File: config.mk
export PLATFORM = sky130hd
export DESIGN_NAME = gate_truth_table_prober_flat
export DESIGN_NICKNAME = d
export VERILOG_FILES = /design/src/rtl/gate_truth_table_prober_if.sv /design/src/rtl/gate_truth_table_prober.sv /design/src/flat_wrapper.sv
export SDC_FILE = /design/constraint.sdc
export NUM_CORES = 1
export LEC_CHECK = 0
export ABC_AREA = 1
export ABC_CLOCK_PERIOD_IN_PS = 1900
export BUFFER_PORTS_ARGS = -buffer_cell sky130_fd_sc_hd__buf_2
export CAP_MARGIN = 0
export CORE_UTILIZATION = 25
export DETAILED_ROUTE_END_ITERATION = 8
export PLACE_DENSITY = 0.43
export SETUP_SLACK_MARGIN = 0.1
export SLEW_MARGIN = 20
export SYNTH_ARGS = -nofsm -noshare
export SYNTH_HDL_FRONTEND = slang
export SYNTH_SLANG_ARGS = --single-unit
File: constraint.sdc
create_clock -name clk -period 1.9 [get_ports clk]
set_input_delay 0.285 -clock clk [delete_from_list [all_inputs] [get_ports clk]]
set_output_delay 0.285 -clock clk [all_outputs]
set_load 0.05 [all_outputs]
File: src/rtl/gate_truth_table_prober_if.sv
// Bundle of control, result and gate-side signals for gate_truth_table_prober.
// The prober is the slave; the requester/gate harness side is the master.
interface gate_truth_table_prober_if;
    logic       start;
    logic [2:0] exp_id;
    logic       dut_c;
    logic       drv_a;
    logic       drv_b;
    logic       busy;
    logic       done;
    logic [3:0] truth_table;
    logic [2:0] gate_id;
    logic       unstable;
    logic       pass;
    logic [1:0] state_dbg;

    // start is a request that is taken whenever the prober can begin a run
    // (IDLE, or the DONE cycle); busy/done report progress, and results are
    // valid from the done pulse until the next done pulse.
    modport master (
        output start, exp_id, dut_c,
        input  drv_a, drv_b, busy, done, truth_table, gate_id, unstable, pass, state_dbg
    );

    modport slave (
        input  start, exp_id, dut_c,
        output drv_a, drv_b, busy, done, truth_table, gate_id, unstable, pass, state_dbg
    );
endinterface

File: src/rtl/gate_truth_table_prober.sv
// Drives a two-input gate through all four input vectors, double-samples its
// output per vector, and reports the truth table, decoded identity and pass.
module gate_truth_table_prober #(
    parameter int unsigned SETTLE_CYCLES = 2
) (
    input  logic                      clk,
    input  logic                      rst,
    gate_truth_table_prober_if.slave  bus
);

    typedef enum logic [1:0] {
        IDLE  = 2'd0,
        DRIVE = 2'd1,
        DONE  = 2'd2
    } state_t;

    localparam logic [7:0] FIRST_CNT  = 8'(SETTLE_CYCLES - 1);
    localparam logic [7:0] SECOND_CNT = 8'(SETTLE_CYCLES);

    state_t     state_q, state_d;
    logic [7:0] cnt_q;
    logic [1:0] vec_q;
    logic       s0_q;
    logic [3:0] shadow_q;
    logic       unst_acc_q;
    logic [2:0] exp_q;

    logic       drv_a_q, drv_b_q, busy_q, done_q;
    logic [3:0] tt_q;
    logic [2:0] id_q;
    logic       unstable_q, pass_q;

    logic       accept;
    logic       first_hit;
    logic       second_hit;
    logic       last_vec;
    logic [1:0] vec_inc;
    logic [3:0] shadow_next;
    logic       unst_next;
    logic [2:0] id_next;
    logic       pass_next;

    function automatic logic [2:0] decode(input logic [3:0] tt);
        logic [2:0] id;
        case (tt)
            4'b1000: id = 3'd1;
            4'b1110: id = 3'd2;
            4'b0110: id = 3'd3;
            4'b0001: id = 3'd4;
            4'b0111: id = 3'd5;
            4'b1001: id = 3'd6;
            4'b0011: id = 3'd7;
            default: id = 3'd0;
        endcase
        return id;
    endfunction

    always_ff @(posedge clk) begin
        if (rst) state_q <= IDLE;
        else     state_q <= state_d;
    end

    // The DONE cycle also takes start, so a held start chains runs back to
    // back with no idle cycle in between.
    always_comb begin
        state_d    = state_q;
        accept     = 1'b0;
        first_hit  = 1'b0;
        second_hit = 1'b0;
        case (state_q)
            IDLE: begin
                if (bus.start) begin
                    accept  = 1'b1;
                    state_d = DRIVE;
                end
            end
            DRIVE: begin
                first_hit  = (cnt_q == FIRST_CNT);
                second_hit = (cnt_q == SECOND_CNT);
                if (second_hit && vec_q == 2'd3) state_d = DONE;
            end
            DONE: begin
                if (bus.start) begin
                    accept  = 1'b1;
                    state_d = DRIVE;
                end else begin
                    state_d = IDLE;
                end
            end
            default: state_d = IDLE;
        endcase
    end

    // Final-edge view of the results, so they can be loaded as DONE begins.
    always_comb begin
        last_vec           = (vec_q == 2'd3);
        vec_inc            = vec_q + 2'd1;
        shadow_next        = shadow_q;
        shadow_next[vec_q] = bus.dut_c;
        unst_next          = unst_acc_q | (bus.dut_c != s0_q);
        id_next            = unst_next ? 3'd0 : decode(shadow_next);
        pass_next          = !unst_next && (id_next != 3'd0) && (id_next == exp_q);
    end

    always_ff @(posedge clk) begin
        if (rst) begin
            cnt_q      <= 8'd0;
            vec_q      <= 2'd0;
            s0_q       <= 1'b0;
            shadow_q   <= 4'd0;
            unst_acc_q <= 1'b0;
            exp_q      <= 3'd0;
            drv_a_q    <= 1'b0;
            drv_b_q    <= 1'b0;
            busy_q     <= 1'b0;
            done_q     <= 1'b0;
            tt_q       <= 4'd0;
            id_q       <= 3'd0;
            unstable_q <= 1'b0;
            pass_q     <= 1'b0;
        end else begin
            done_q <= 1'b0;
            if (accept) begin
                cnt_q      <= 8'd0;
                vec_q      <= 2'd0;
                shadow_q   <= 4'd0;
                unst_acc_q <= 1'b0;
                exp_q      <= bus.exp_id;
                drv_a_q    <= 1'b0;
                drv_b_q    <= 1'b0;
                busy_q     <= 1'b1;
            end else if (state_q == DRIVE) begin
                cnt_q <= cnt_q + 8'd1;
                if (first_hit) s0_q <= bus.dut_c;
                if (second_hit) begin
                    shadow_q   <= shadow_next;
                    unst_acc_q <= unst_next;
                    if (!last_vec) begin
                        vec_q   <= vec_inc;
                        cnt_q   <= 8'd0;
                        drv_a_q <= vec_inc[1];
                        drv_b_q <= vec_inc[0];
                    end else begin
                        drv_a_q    <= 1'b0;
                        drv_b_q    <= 1'b0;
                        busy_q     <= 1'b0;
                        done_q     <= 1'b1;
                        tt_q       <= shadow_next;
                        id_q       <= id_next;
                        unstable_q <= unst_next;
                        pass_q     <= pass_next;
                    end
                end
            end
        end
    end

    assign bus.drv_a       = drv_a_q;
    assign bus.drv_b       = drv_b_q;
    assign bus.busy        = busy_q;
    assign bus.done        = done_q;
    assign bus.truth_table = tt_q;
    assign bus.gate_id     = id_q;
    assign bus.unstable    = unstable_q;
    assign bus.pass        = pass_q;
    assign bus.state_dbg   = state_q;

endmodule
File: src/flat_wrapper.sv
// flat-port wrapper written by rule: the top's interface ports become plain ports
module gate_truth_table_prober_flat 
#(
    parameter int unsigned SETTLE_CYCLES = 2
)
  (clk, rst, bus_start, bus_exp_id, bus_dut_c, bus_drv_a, bus_drv_b, bus_busy, bus_done, bus_truth_table, bus_gate_id, bus_unstable, bus_pass, bus_state_dbg);
  gate_truth_table_prober_if bus_i ();
  input  logic clk;
  input  logic rst;
  input wire logic [$bits(bus_i.start)-1:0] bus_start;
  input wire logic [$bits(bus_i.exp_id)-1:0] bus_exp_id;
  input wire logic [$bits(bus_i.dut_c)-1:0] bus_dut_c;
  output wire logic [$bits(bus_i.drv_a)-1:0] bus_drv_a;
  output wire logic [$bits(bus_i.drv_b)-1:0] bus_drv_b;
  output wire logic [$bits(bus_i.busy)-1:0] bus_busy;
  output wire logic [$bits(bus_i.done)-1:0] bus_done;
  output wire logic [$bits(bus_i.truth_table)-1:0] bus_truth_table;
  output wire logic [$bits(bus_i.gate_id)-1:0] bus_gate_id;
  output wire logic [$bits(bus_i.unstable)-1:0] bus_unstable;
  output wire logic [$bits(bus_i.pass)-1:0] bus_pass;
  output wire logic [$bits(bus_i.state_dbg)-1:0] bus_state_dbg;
  assign bus_i.start = bus_start;
  assign bus_i.exp_id = bus_exp_id;
  assign bus_i.dut_c = bus_dut_c;
  assign bus_drv_a = bus_i.drv_a;
  assign bus_drv_b = bus_i.drv_b;
  assign bus_busy = bus_i.busy;
  assign bus_done = bus_i.done;
  assign bus_truth_table = bus_i.truth_table;
  assign bus_gate_id = bus_i.gate_id;
  assign bus_unstable = bus_i.unstable;
  assign bus_pass = bus_i.pass;
  assign bus_state_dbg = bus_i.state_dbg;
  gate_truth_table_prober #(.SETTLE_CYCLES(SETTLE_CYCLES)) u_core (.clk(clk), .rst(rst), .bus(bus_i));
endmodule
# Yosys cells after proc, flatten, opt, wreduce, memory -nomap -nowiden
# Index checks and enable logic that the tools add are counted.
# totals
regBits,34
inputBits,7
elab_cells,81
# classes
add_sub_neg,2
magnitude_cmp,2
eq_ne,16
mux,22
bitwise,5
n_reduce_logical,19
# op_table
op,n
$pmux 3 s7,1
$mux 8,2
$mux 1,13
$eq 4x4->1 const B,3
$reduce_and 3->1,3
$add 8x1->8 const B,1
$eq 4x3->1 const B,2
$eq 8x1->1 const B,1
$eq 8x2->1 const B,1
$pmux 2 s3,1
$reduce_bool 2->1,3
$bwmux 4,1
$eq 2x2->1 const B,2
$eq 4x1->1 const B,1
$eq 4x2->1 const B,1
$logic_and 1x1->1,4
$mux 2,2
$not 1->1,4
$reduce_and 2->1,2
$reduce_and 4->1,1
$reduce_or 2->1,2
$reduce_or 4->1,1
$eq 3x3->1,1
$lt 2x3->1 const B,1
12 further kinds,12

# Depth between registers and ports, before layout
# logic_depth
word_depth,11
mapped_depth,14
depth_no_buf,14

# Worst setup path after synthesis
# Ideal clock, no wire load.
# synth_path
path_kind,register to register
startpoint,"reg u_core.state_q[0], in the netlist u_core.bus.state_dbg[0]"
endpoint,"reg u_core.pass_q, in the netlist u_core.bus.pass"
setup_ns,0.067
arrival_time_ns,1.781
t_required_ns,1.833
setup_slack_ns,0.052
path_stages_with_launch,13
cell_sequence,dfxtp_1 > inv_1 > or2_1 > buf_6 > nor2_8 > nand2_4 > clkinv_4 > nand2_8 > nor2_4 > nand2_1 > nor2_1 > nand3_1 > a21oi_2
# synth_via
elab_chain_len,5
# synth_lines
element,line,text
from (decl),gate_truth_table_prober.sv:20,"state_t state_q, state_d;"
from (signal assigned),gate_truth_table_prober.sv:60,else state_q <= state_d;
$eq 2x2->1 or $logic_not 2->1 (tied branches),gate_truth_table_prober.sv:70,case (state_q)
$reduce_or 2->1 (no line),-,
$mux 1,-,
$not 1->1 (no line),-,
$reduce_and 4->1 (no line) (*),-,
to (signal assigned),gate_truth_table_prober.sv:151,pass_q <= pass_next;
to (decl),gate_truth_table_prober.sv:31,"logic unstable_q, pass_q;"
# Mark *: on every way between the ends. The rest lies on a longest branch, timed or not.
# A chain may end at the register's enable or synchronous reset.

# Worst setup path in the final report
# layout_path
startpoint,reg u_core.vec_q[0]
endpoint,"reg u_core.pass_q, in the netlist u_core.bus.pass"
# layout_via
elab_chain_len,11
# layout_lines
element,line,text
from (decl),gate_truth_table_prober.sv:22,logic [1:0] vec_q;
from (signal assigned),gate_truth_table_prober.sv:139,vec_q <= vec_inc;
$lt 2x3->1 (implied by the code) or $ge 2x1->1 (tied branches),gate_truth_table_prober.sv:99,shadow_next[vec_q] = bus.dut_c;
$logic_and 1x1->1 (implied by the code),gate_truth_table_prober.sv:99,
$mux 1 (implied by the code),gate_truth_table_prober.sv:99,
$demux 1 s2,-,
$bwmux 4,gate_truth_table_prober.sv:99,
$eq 4x2->1 (tied with other cells),gate_truth_table_prober.sv:45,case (tt)
$pmux 3 s7,gate_truth_table_prober.sv:45,
$mux 3,gate_truth_table_prober.sv:101,id_next = unst_next ? 3'd0 : decode(shadow_next);
$reduce_bool 3->1,gate_truth_table_prober.sv:102,pass_next = !unst_next && (id_next != 3'd0) && (id_next == exp_q);
$logic_and 1x1->1 (2 in series),gate_truth_table_prober.sv:102,
# Several ways; a longest one is shown, not always the timed one.

==> impl_metrics.ini <==
[status]
run_status = finished with violations
failed_checks = design-rule violations

[logic_synthesis]
netlist-cell-type-count = 32
synth-edff-count = 0
yosys.area.top_type_share_pct = 40.6
post-synth-top-count-cell = nand2_1
yosysWarnings = 0
syn-mean-instance-area_um2 = 7.33
synth_area_leader_cell = dfxtp_1
synthesis.instances = 229
async_reset_ff_share_pct = 0
syn-num-nets = 243
syn_area_um2 = 1680
ys_top_cells_by_area = dfxtp_1, nand2_1, inv_1, o21ai_0, nor2_1
yosys_most_used_dff = dfxtp_1
postSynthRegisterBits = 34
yosysSeqAreaShare_pct = 40.6
yosys-top-cells-count = nand2_1, dfxtp_1, inv_1

[worst_setup_path]
startpoint_type = flop
startpoint_to_endpoint_class_of_the_critical_path = flop to flop
worst-r2r-cell-count = 14
worst_ep_required_time_ps = 2130
timing.critical_path.to_type = flop
setup.reg_to_reg.worst_slack_ps = 210
critPathMaxFanout = 4
terminus_of_the_critical_flop_to_flop_path = u_core.bus.pass
crit-reg2reg-launch = u_core.vec_q[0]
arrival_ps = 1920

[detailed_routing]
routed_wirelength_mm = 3.75
wl_per_cell_um = 11.1
antenna_violating_nets_post_route = 0
detailedRoute.firstPassIterationCount = 6
post_drt_via_cell_ratio = 4.34
dr.first_iter.drc_count = 47
residual_drc_count = 8
vias = 1468

[placement]
placement.io_buffers = 21
dp_hpwl_mm = 2.86
dp_worst_setup_slack_ps = 128
globalplace.congestion = 0.785
placed_cell_count = 330

[global_routing]
gr-usage-all-layers_pct = 11.5
antenna_violations_before_repair = 0
grt_pass1_vias = 1398
grt_max_degree = 13
overflow = 0
grt_pass1_wl_mm = 6.50

[cts]
clock-sinks = 34
worst_setup_hold_path_clk_slew_ps = 80
cts_made_buffers = 5
cts.root.buffer_cell = clkbuf_8
max-clock-path-buffers = 2
clock_insertion_delay_worst_skew_ps = 290
post_cts_resized = 0
tritoncts = built
htree_num_levels = 2
post-cts-setup-buffers = 0
cts_hold_repair.buffers = 0

[sta]
min_period_over_period_pct = 88.8
timing.slew.headroom_pct = 69.8
tightestPinTransition_ps = 453
final-max-slew-violation-count = 0
final.setup.tns_ps = 0
setup_violations = 0
worst_slack_ps = 212
grt_setup_unrepaired = yes
post-route-min-period_ps = 1690
finalHoldViolCount = 0
achievable-frequency_mhz = 592
clock-skew-final_ps = 9.96

[power_and_ir_drop]
ir_drop_mv = 0.323
leakage_nw = 0.925
pwr_density_cell_nw_per_um2 = 804

[hold_path]
worst_hold_path.endpoint = u_core.exp_q[1]
worstHoldPathCells = 3
min-delay-path-class = input port to flop
hold_path.startpoint = bus_exp_id[1]

[floorplanning]
die_y_um = 83.9
die-width_um = 83.9
initial_cell_density_of_the_core_pct = 26.1
core_area_um2 = 6420
design.die.area_um2 = 7040
num_ports = 22
num_rows = 29

[finish]
multi_input_area_um2 = 871
num-nets-final = 274
area.growth.synth_to_final_pct = 23.6
num-fill-cells = 687
count_of_inserted_antenna_diode_cells = 0
ff_latch_area_um2 = 687
post_route_cells_drive_above_1_share_pct = 23.0
finish.cell_count_without_fillers = 338

[run]
drv_cap = 0
worst max-delay path by stage:
stage | from | endpoint | slack, ps | cells after the start
after floorplan | u_core.bus.state_dbg[0] | u_core.bus.pass | 220 | 12
after global placement | u_core.vec_q[1] | u_core.bus.pass | 200 | 13
after detailed placement | u_core.vec_q[0] | u_core.bus.pass | 130 | 13
after CTS | u_core.vec_q[0] | u_core.bus.pass | 120 | 13
after global routing | u_core.bus.state_dbg[0] | u_core.bus.pass | 70 | 11
final | u_core.vec_q[0] | u_core.bus.pass | 210 | 14
per-stage QoR:
step / total power, W / hold WS [ps] / util (%) / cell area, um^2
finish: 0.00167 / 266 / 32.3 / 2070
global route: 0.00174 / 269 / 32.3 / 2070
CTS: 0.00170 / 254 / 31.8 / 2040
detailed placement: 0.000871 / 454 / 29.7 / 1910
global placement: 0.000871 / 455 / 29.7 / 1910
floorplan: 0.000834 / 443 / - / 1680
cells by family after synthesis:
| kind of cell | count (synthesis) | synth area share (%) |
|---|---|---|
| adder cells (fa/ha/maj) | 7 | 5.22 |
| flip-flops | 34 | 40.6 |
| XOR/XNOR | 2 | 1.04 |
| AO/OA/AOI/OAI | 40 | 12.7 |
| AND/OR/NAND/NOR | 109 | 31.5 |
| buffers and inverters | 37 | 9.02 |
flip-flops by register name, summed over array words and instances (netlist names), 2 cells and up:
name and cells:
u_core.exp_q 3, u_core.vec_q 2, u_core.cnt_q 8, u_core.bus.gate_id 3
u_core.bus.state_dbg 2, u_core.bus.truth_table 4, u_core.shadow_q 4
area by class of cell:
cell class | count | area share [%]
multi-input combinational | 158 | 42.0
sequential | 34 | 33.1
timing repair buffer | 27 | 7.24
inverter | 34 | 6.39
tap | 77 | 4.64
clock buffer | 5 | 3.32
clock inverter | 3 | 3.32
worst max-delay path, stage by stage (launching register included):
cell and delay [ps]:
dfxtp_4 360, inv_1 100, ha_1 220, inv_1 70, nand2_1 50, nand2_1 100
nor2_2 140, nand2_1 80, nand3_2 90, nand2_2 80, nand2_1 60, nand2_1 50
nand2_1 60, nand3_1 80, a21oi_2 110
layer usage:
layer	global-route usage, %	vias up	part of all wire (%)
li1	-	794	-
met1	14.6	658	50
met2	19.3	16	47
met3	3.17	0	3.5
met4	2.82	0	0
met5	0	-	0
cells in the final DEF, fill, tap and decap left out, drive strengths merged:
cell	n
or2	2
nor2	30
bufinv	2
o21bai	1
nor3	5
buf	27
dfxtp	34
nand4	2
a211oi	1
xnor2	1
clkbuf	5
xor2	1
clkinv	2
o21ai	20
ha	7
nand3	14
a21oi	18
inv	33
nand3b	1
nor3b	1
nand2	54
power breakdown:
group          switching [W]  internal (W)
Clock               0.000289      0.000526
Combinational      0.0000845     0.0000394
Sequential        0.00000634      0.000723
Total               0.000380       0.00129
(Power assumes the default switching activity.)
